**config.mk**
```make
export PLATFORM = sky130hd
export DESIGN_NAME = stage_memory
export DESIGN_NICKNAME = d
export VERILOG_FILES = /design/src/rtl/stage_memory.sv
export SDC_FILE = /design/constraint.sdc
export NUM_CORES = 1
export LEC_CHECK = 0
export ABC_CLOCK_PERIOD_IN_PS = 6300
export CAP_MARGIN = 20
export CELL_PAD_IN_SITES_DETAIL_PLACEMENT = 1
export CELL_PAD_IN_SITES_GLOBAL_PLACEMENT = 2
export CORE_MARGIN = 1
export CORE_UTILIZATION = 34
export DETAILED_ROUTE_END_ITERATION = 8
export GPL_ROUTABILITY_DRIVEN = 1
export MAX_ROUTING_LAYER = met4
export PLACE_DENSITY_LB_ADDON = 0.1
export SLEW_MARGIN = 20
export SYNTH_ARGS = -nofsm -noshare
export SYNTH_HDL_FRONTEND = slang
export SYNTH_SLANG_ARGS = --single-unit
```
**constraint.sdc**
```tcl
create_clock -name clock -period 6.3 [get_ports clock]
set_input_delay 0.945 -clock clock [delete_from_list [all_inputs] [get_ports clock]]
set_output_delay 0.945 -clock clock [all_outputs]
set_load 0.01 [all_outputs]
```
**src/rtl/stage_memory.sv**
```systemverilog
// Memory-access stage: forwards non-memory instructions, and drives one data-cache
// request/acknowledge transaction per LOAD/STORE while stalling upstream.
package stage_memory_pkg;
  typedef enum logic [2:0] {NOP, ADD, AHI, SUB, LOAD, STORE, BRANCH} t_op;

  typedef struct packed {
    logic        valid;
    t_op         operation;
    logic [4:0]  rd;
    logic [31:0] v1;
    logic [31:0] v2;
    logic [31:0] result;
  } t_stage;

  localparam t_stage stage_flush = '{valid: 1'b0, operation: NOP, rd: '0,
                                     v1: '0, v2: '0, result: '0};
endpackage

module stage_memory
  import stage_memory_pkg::*;
#(
  parameter int unsigned WAIT_CNT_W = 32
) (
  input  logic                  clock,
  input  logic                  reset,
  input  logic                  stall_in,
  input  t_stage                stage_ex,
  output logic                  stall_out,
  output t_stage                stage_mem,
  output logic                  mem_req,
  output logic                  mem_we,
  output logic [31:0]           mem_addr,
  output logic [31:0]           mem_wdata,
  input  logic                  mem_ack,
  input  logic [31:0]           mem_rdata,
  output logic [WAIT_CNT_W-1:0] mem_wait_cycles
);

  typedef enum logic [1:0] {S_IDLE, S_WAIT, S_DONE} state_t;

  state_t                  state_q, state_d;
  t_stage                  stage_q, stage_d;
  t_stage                  held_q, held_d;
  logic                    req_q, req_d;
  logic                    we_q, we_d;
  logic [31:0]             addr_q, addr_d;
  logic [31:0]             wdata_q, wdata_d;
  logic [WAIT_CNT_W-1:0]   cnt_q, cnt_d;

  logic   is_mem;
  t_stage ack_res;

  assign is_mem = (stage_ex.operation == LOAD) || (stage_ex.operation == STORE);

  // stage_ex is held stable by stall_out throughout WAIT, so the result is built from it at ack time.
  always_comb begin
    ack_res        = stage_ex;
    ack_res.result = (stage_ex.operation == LOAD) ? mem_rdata : stage_ex.v2;
  end

  always_comb begin
    state_d = state_q;
    stage_d = stage_q;
    held_d  = held_q;
    req_d   = req_q;
    we_d    = we_q;
    addr_d  = addr_q;
    wdata_d = wdata_q;
    cnt_d   = cnt_q;
    unique case (state_q)
      S_IDLE: begin
        if (!stall_in) begin
          if (is_mem) begin
            req_d   = 1'b1;
            we_d    = (stage_ex.operation == STORE);
            addr_d  = stage_ex.v1;
            wdata_d = stage_ex.v2;
            stage_d = stage_flush;
            state_d = S_WAIT;
          end else begin
            stage_d = stage_ex;
          end
        end
      end
      S_WAIT: begin
        if (mem_ack) begin
          req_d = 1'b0;
          if (!stall_in) begin
            stage_d = ack_res;
            state_d = S_IDLE;
          end else begin
            held_d  = ack_res;
            state_d = S_DONE;
          end
        end else if (cnt_q != '1) begin
          cnt_d = cnt_q + WAIT_CNT_W'(1);
        end
      end
      S_DONE: begin
        if (!stall_in) begin
          stage_d = held_q;
          state_d = S_IDLE;
        end
      end
      default: state_d = S_IDLE;
    endcase
  end

  always_ff @(posedge clock or negedge reset) begin
    if (!reset) begin
      state_q <= S_IDLE;
      stage_q <= stage_flush;
      held_q  <= stage_flush;
      req_q   <= 1'b0;
      we_q    <= 1'b0;
      addr_q  <= '0;
      wdata_q <= '0;
      cnt_q   <= '0;
    end else begin
      state_q <= state_d;
      stage_q <= stage_d;
      held_q  <= held_d;
      req_q   <= req_d;
      we_q    <= we_d;
      addr_q  <= addr_d;
      wdata_q <= wdata_d;
      cnt_q   <= cnt_d;
    end
  end

  assign stall_out = stall_in
                   | ((state_q == S_IDLE) & is_mem)
                   | ((state_q == S_WAIT) & ~mem_ack)
                   | (state_q == S_DONE);

  assign stage_mem       = stage_q;
  assign mem_req         = req_q;
  assign mem_we          = we_q;
  assign mem_addr        = addr_q;
  assign mem_wdata       = wdata_q;
  assign mem_wait_cycles = cnt_q;

endmodule
```
* After elaboration in Yosys (flattened, before gate mapping)
Cells that the tools add are included.
** Storage, ports and cells
- Register bits after elaboration :: 310
- Input bits :: 141
- Output and inout port bits :: 204
- Logic and storage cells :: 63
** Cells by class
- $add $sub $neg :: 1
- Equal/unequal tests :: 10
- Multiplexer cells :: 17
- Bitwise gates (word level) :: 7
- Reductions and logical operators :: 10
** Operators by type and width (number)
- $mux 105 :: 5
- $pmux 105 s3 :: 1
- $add 32x1->32 const B :: 1
- $mux 32 :: 1
- $ne 32x32->1 const B :: 1
- $mux 2 :: 5
- $ne 2x2->1 const B :: 5
- $reduce_and 3->1 :: 3
- $reduce_and 4->1 :: 2
- $eq 3x3->1 const B :: 2
- $pmux 2 s3 :: 1
- $reduce_and 5->1 :: 1
- $mux 1 :: 3
- $or 1x1->1 :: 3
- $reduce_bool 3->1 :: 1
- $and 1x1->1 :: 2
- $eq 2x1->1 const B :: 1
- $eq 2x2->1 const B :: 1
- $logic_not 2->1 :: 1
- $not 1->1 :: 2
- $pmux 1 s2 :: 1
- $reduce_bool 2->1 :: 1
- $logic_or 1x1->1 :: 1

* Logic depth before layout (Yosys ltp)
- Word-level depth :: 6
- Depth in mapped cells :: 11
- Mapped depth without buffers :: 7

* Worst setup path before layout
Ideal clock, no wire load.
- Kind :: input to output
- Start :: in mem_ack
- End :: out stall_out
- Arrival :: 1.610 ns
- Required time :: 5.355 ns
- Slack :: 3.745 ns
- Stages on the path :: 4
- Path buffers :: 2
- Cell sequence :: buf_2 -> nor2b_1 -> buf_2 -> a2111o_1
** On the way
- Cells in the longest elaborated chain, start to end :: 4
** RTL lines
- from (decl) :: RTL line 34 : input logic mem_ack,
- $not 1->1 (no line)
- $and 1x1->1 :: RTL line 133 : | ((state_q == S_WAIT) & ~mem_ack)
- $or 1x1->1 :: RTL line 133
- $or 1x1->1 :: RTL line 134 : | (state_q == S_DONE);
- to (decl) :: RTL line 28 : output logic stall_out,
Every way passes these cells.

* Final worst setup path
- Start :: reg state_q[1]
- End :: out stall_out
** On the way
- Cells in the longest elaborated chain, start to end :: 5
- Elaborated cells between the ends (all ways) :: 8
** RTL lines
- from (decl) :: RTL line 41 : state_t state_q, state_d;
- from (signal assigned) :: RTL line 120 : state_q <= state_d;
- $logic_not 2->1 :: RTL line 132 : | ((state_q == S_IDLE) & is_mem)
- $and 1x1->1 :: RTL line 132
- $or 1x1->1 :: RTL line 132
- $or 1x1->1 :: RTL line 133
- $or 1x1->1 * :: RTL line 134
Every way passes the cells marked *; elsewhere a longest branch is shown, timed or not.

==> impl_metrics.toml <==
[finish]
nNetsFinal = 1681
drive_above_1_share = 0.182
fill_cells = 4346
syn2layout_area_growth_pct = 36.1
final_core_util = 0.471

[setup_path]
critPathSlowestCell = "nor2b_1"
r2r-start = "state_q[1]"
startpoint_type = "flop"
crit_chain = "inv_1 > ha_4 > nor2b_1 > a2111o_1 > clkdlybuf4s50_1"
worstPathRequired_ns = 5.35
endpoint_kind = "output port"
cpPeakStageDelay_ns = 0.82
critPathLaunch = "state_q[1]"
crit_type = "reg -> out"
arrival_ns = 3.29
reg2reg_depth = 8
crit_fanout = 35

[timing]
slew_headroom = 0.274
finalHoldViolations = 0
grt_setup_unrepaired = "no"
period_needed_ns = 4.24
worst_pin_slew_ns = 1.09
finalSetupTns_ns = 0
slew_violations = 0
fin_skew_ns = 0.0142
final-setup-viol-count = 0
period_share = 0.673
fmax_ghz = 0.236
worst_slack_ns = 2.06

[grt]
grt_max_degree = 155
antenna_found_initial = 4
grt_pass1_vias = 11670
grt_pass1_wl_um = 70400
grt-ovfl-total = 0
grt_use_total = 0.222

[yosys]
synthArstFlopShare = 1.00
synth.cells.most_frequent = "310 x dfrtp_1, 205 x mux2_2, 182 x nand2_1, 77 x o21ai_0"
synth_seq_cells = 310
syn_area_sq_mm = 0.0142
synth_area_leaders = "dfrtp_1 55%, mux2_2 16%, nand2_1 4.8%"
synth_most_common_cell = "dfrtp_1"
syn_inst = 1238
netlist-cell-type-count = 43
synth_nets = 1384
ys_warn_count = 0
syn_avg_cell_area_sq_um = 11.4
synth_top_area_cell = "dfrtp_1"
seq_area_frac_synth = 0.548
synth_edf_count = 0
synth_flop_cell = "dfrtp_1"
yosysTopAreaCellShare = 0.548

[power_and_ir_drop]
ir_drop_v = 0.000208
power_density_mw_per_mm2 = 472
p_leak_nw = 7.92

[die]
die_h_um = 206
rows = 74
io_pins = 345
start_util = 0.346
core_area_sq_mm = 0.0409
die-area_sq_mm = 0.0425
die_w_um = 206

[route]
wl_per_cell_um = 21.6
route.vias.total = 11042
drt_first_pass_iters = 4
drtAntennaViolNets = 0
drtIter0Drc = 517
drt-vias-per-instance = 5.27
drc = 0
wl_um = 45300

[clocking]
numClockSinks = 310
cts_hold_buf = 0
cts_buffer_depth = 3
postCtsResizedCells = 0
cts_buffers = 38
htreeDepth = 2
cts_root_buf = "clkbuf_16"
cts_tree = "built"
clkLatencyLatePin_ns = 0.53
cts.clk_slew.worst_paths_ns = 0.06
cts_setup_buffers = 0

[worst_hold_path]
min_path_type = "in -> async"

[placement]
place_congestion = 0.769
place_ws_ns = 2.01
dp_hpwl_um = 28800
io_buffer_count = 344

[flow_run]
max_cap_violations = 0

[outcome]
outcome = "finished clean"
cell families after synthesis:
logic type / after synthesis / share of synthesized area
compound gates: 328 / 0.155
flops: 310 / 0.548
simple gates: 257 / 0.0808
mux: 205 / 0.163
buf+inv: 104 / 0.0305
xor+xnor: 29 / 0.0179
fa+ha+maj: 5 / 0.00442
metal layers:
layer / global-route usage / wire length [um] / vias to the layer above
li1: - / - / 5077
met1: 0.295 / 20800 / 5664
met2: 0.339 / 21100 / 254
met3: 0.0528 / 2620 / 47
met4: 0.0565 / 787 / 0
met5: - / 0 / -
critical path, delay by kind of cell (launching register included):
kind            cells  cell delay, ns
fa+ha+maj           1            0.53
flops               1            0.42
buf+inv             2            0.82
simple gates        1            0.82
compound gates      1            0.18
state kept, by name, indices dropped and copies added (netlist names):
register and cells:
mem_wait_cycles 32, stage_mem 105, mem_wdata 32, mem_we 1, mem_req 1, mem_addr 32, held_q 105, state_q 2
metrics by stage:
stage	cell area [sq um]	hold slack (ns)	power, mW	cells
6_report	19300	0.376	9.09	2097
5_1_grt	19300	0.429	9.71	2096
4_1_cts	19200	0.418	9.23	2091
2_1_floorplan	14200	0.479	5.21	1238
3_5_place_dp	18100	0.470	7.06	2026
3_3_place_gp	18100	0.460	6.95	2026
worst paths after layout:
kind	to	slack (ns)
hold / removal	mem_addr[22]	0.38
hold reg to reg	stage_mem[37]	0.47
setup / recovery	stall_out	2.06
setup reg to reg	mem_wait_cycles[16]	2.42
max in group asynchronous	mem_wait_cycles[11]	4.45
min in group clock	stage_mem[37]	0.47
layout make-up:
cell class                      instances  area [sq um]  area share
Antenna cell                            5          12.5    0.000649
Clock buffer                           58          1110      0.0576
Sequential cell                       310          7760       0.403
Inverter                                5          18.8    0.000974
Clock inverter                          7          63.8     0.00331
Multi-Input combinational cell        824          6050       0.314
Timing Repair Buffer                  356          3600       0.187
Tap cell                              532           666      0.0345
placed cells by master, fill, tap and decap left out, types with 32 or more instances in the layout:
master	instances
o21ai_0	77
o31ai_1	32
nand2_1	182
mux2_2	205
a21oi_1	67
a22o_1	70
clkdlybuf4s50_1	343
dfrtp_1	310
a22oi_1	70
clkbuf_16	41
report_power, final:
part / internal [mW] / leakage, nW / switching, mW
clock network: 1.25 / 0.576 / 0.851
logic: 1.89 / 3.51 / 1.76
registers: 2.86 / 3.84 / 0.474
total: 6.00 / 7.92 / 3.09
(Power assumes the default switching activity.)
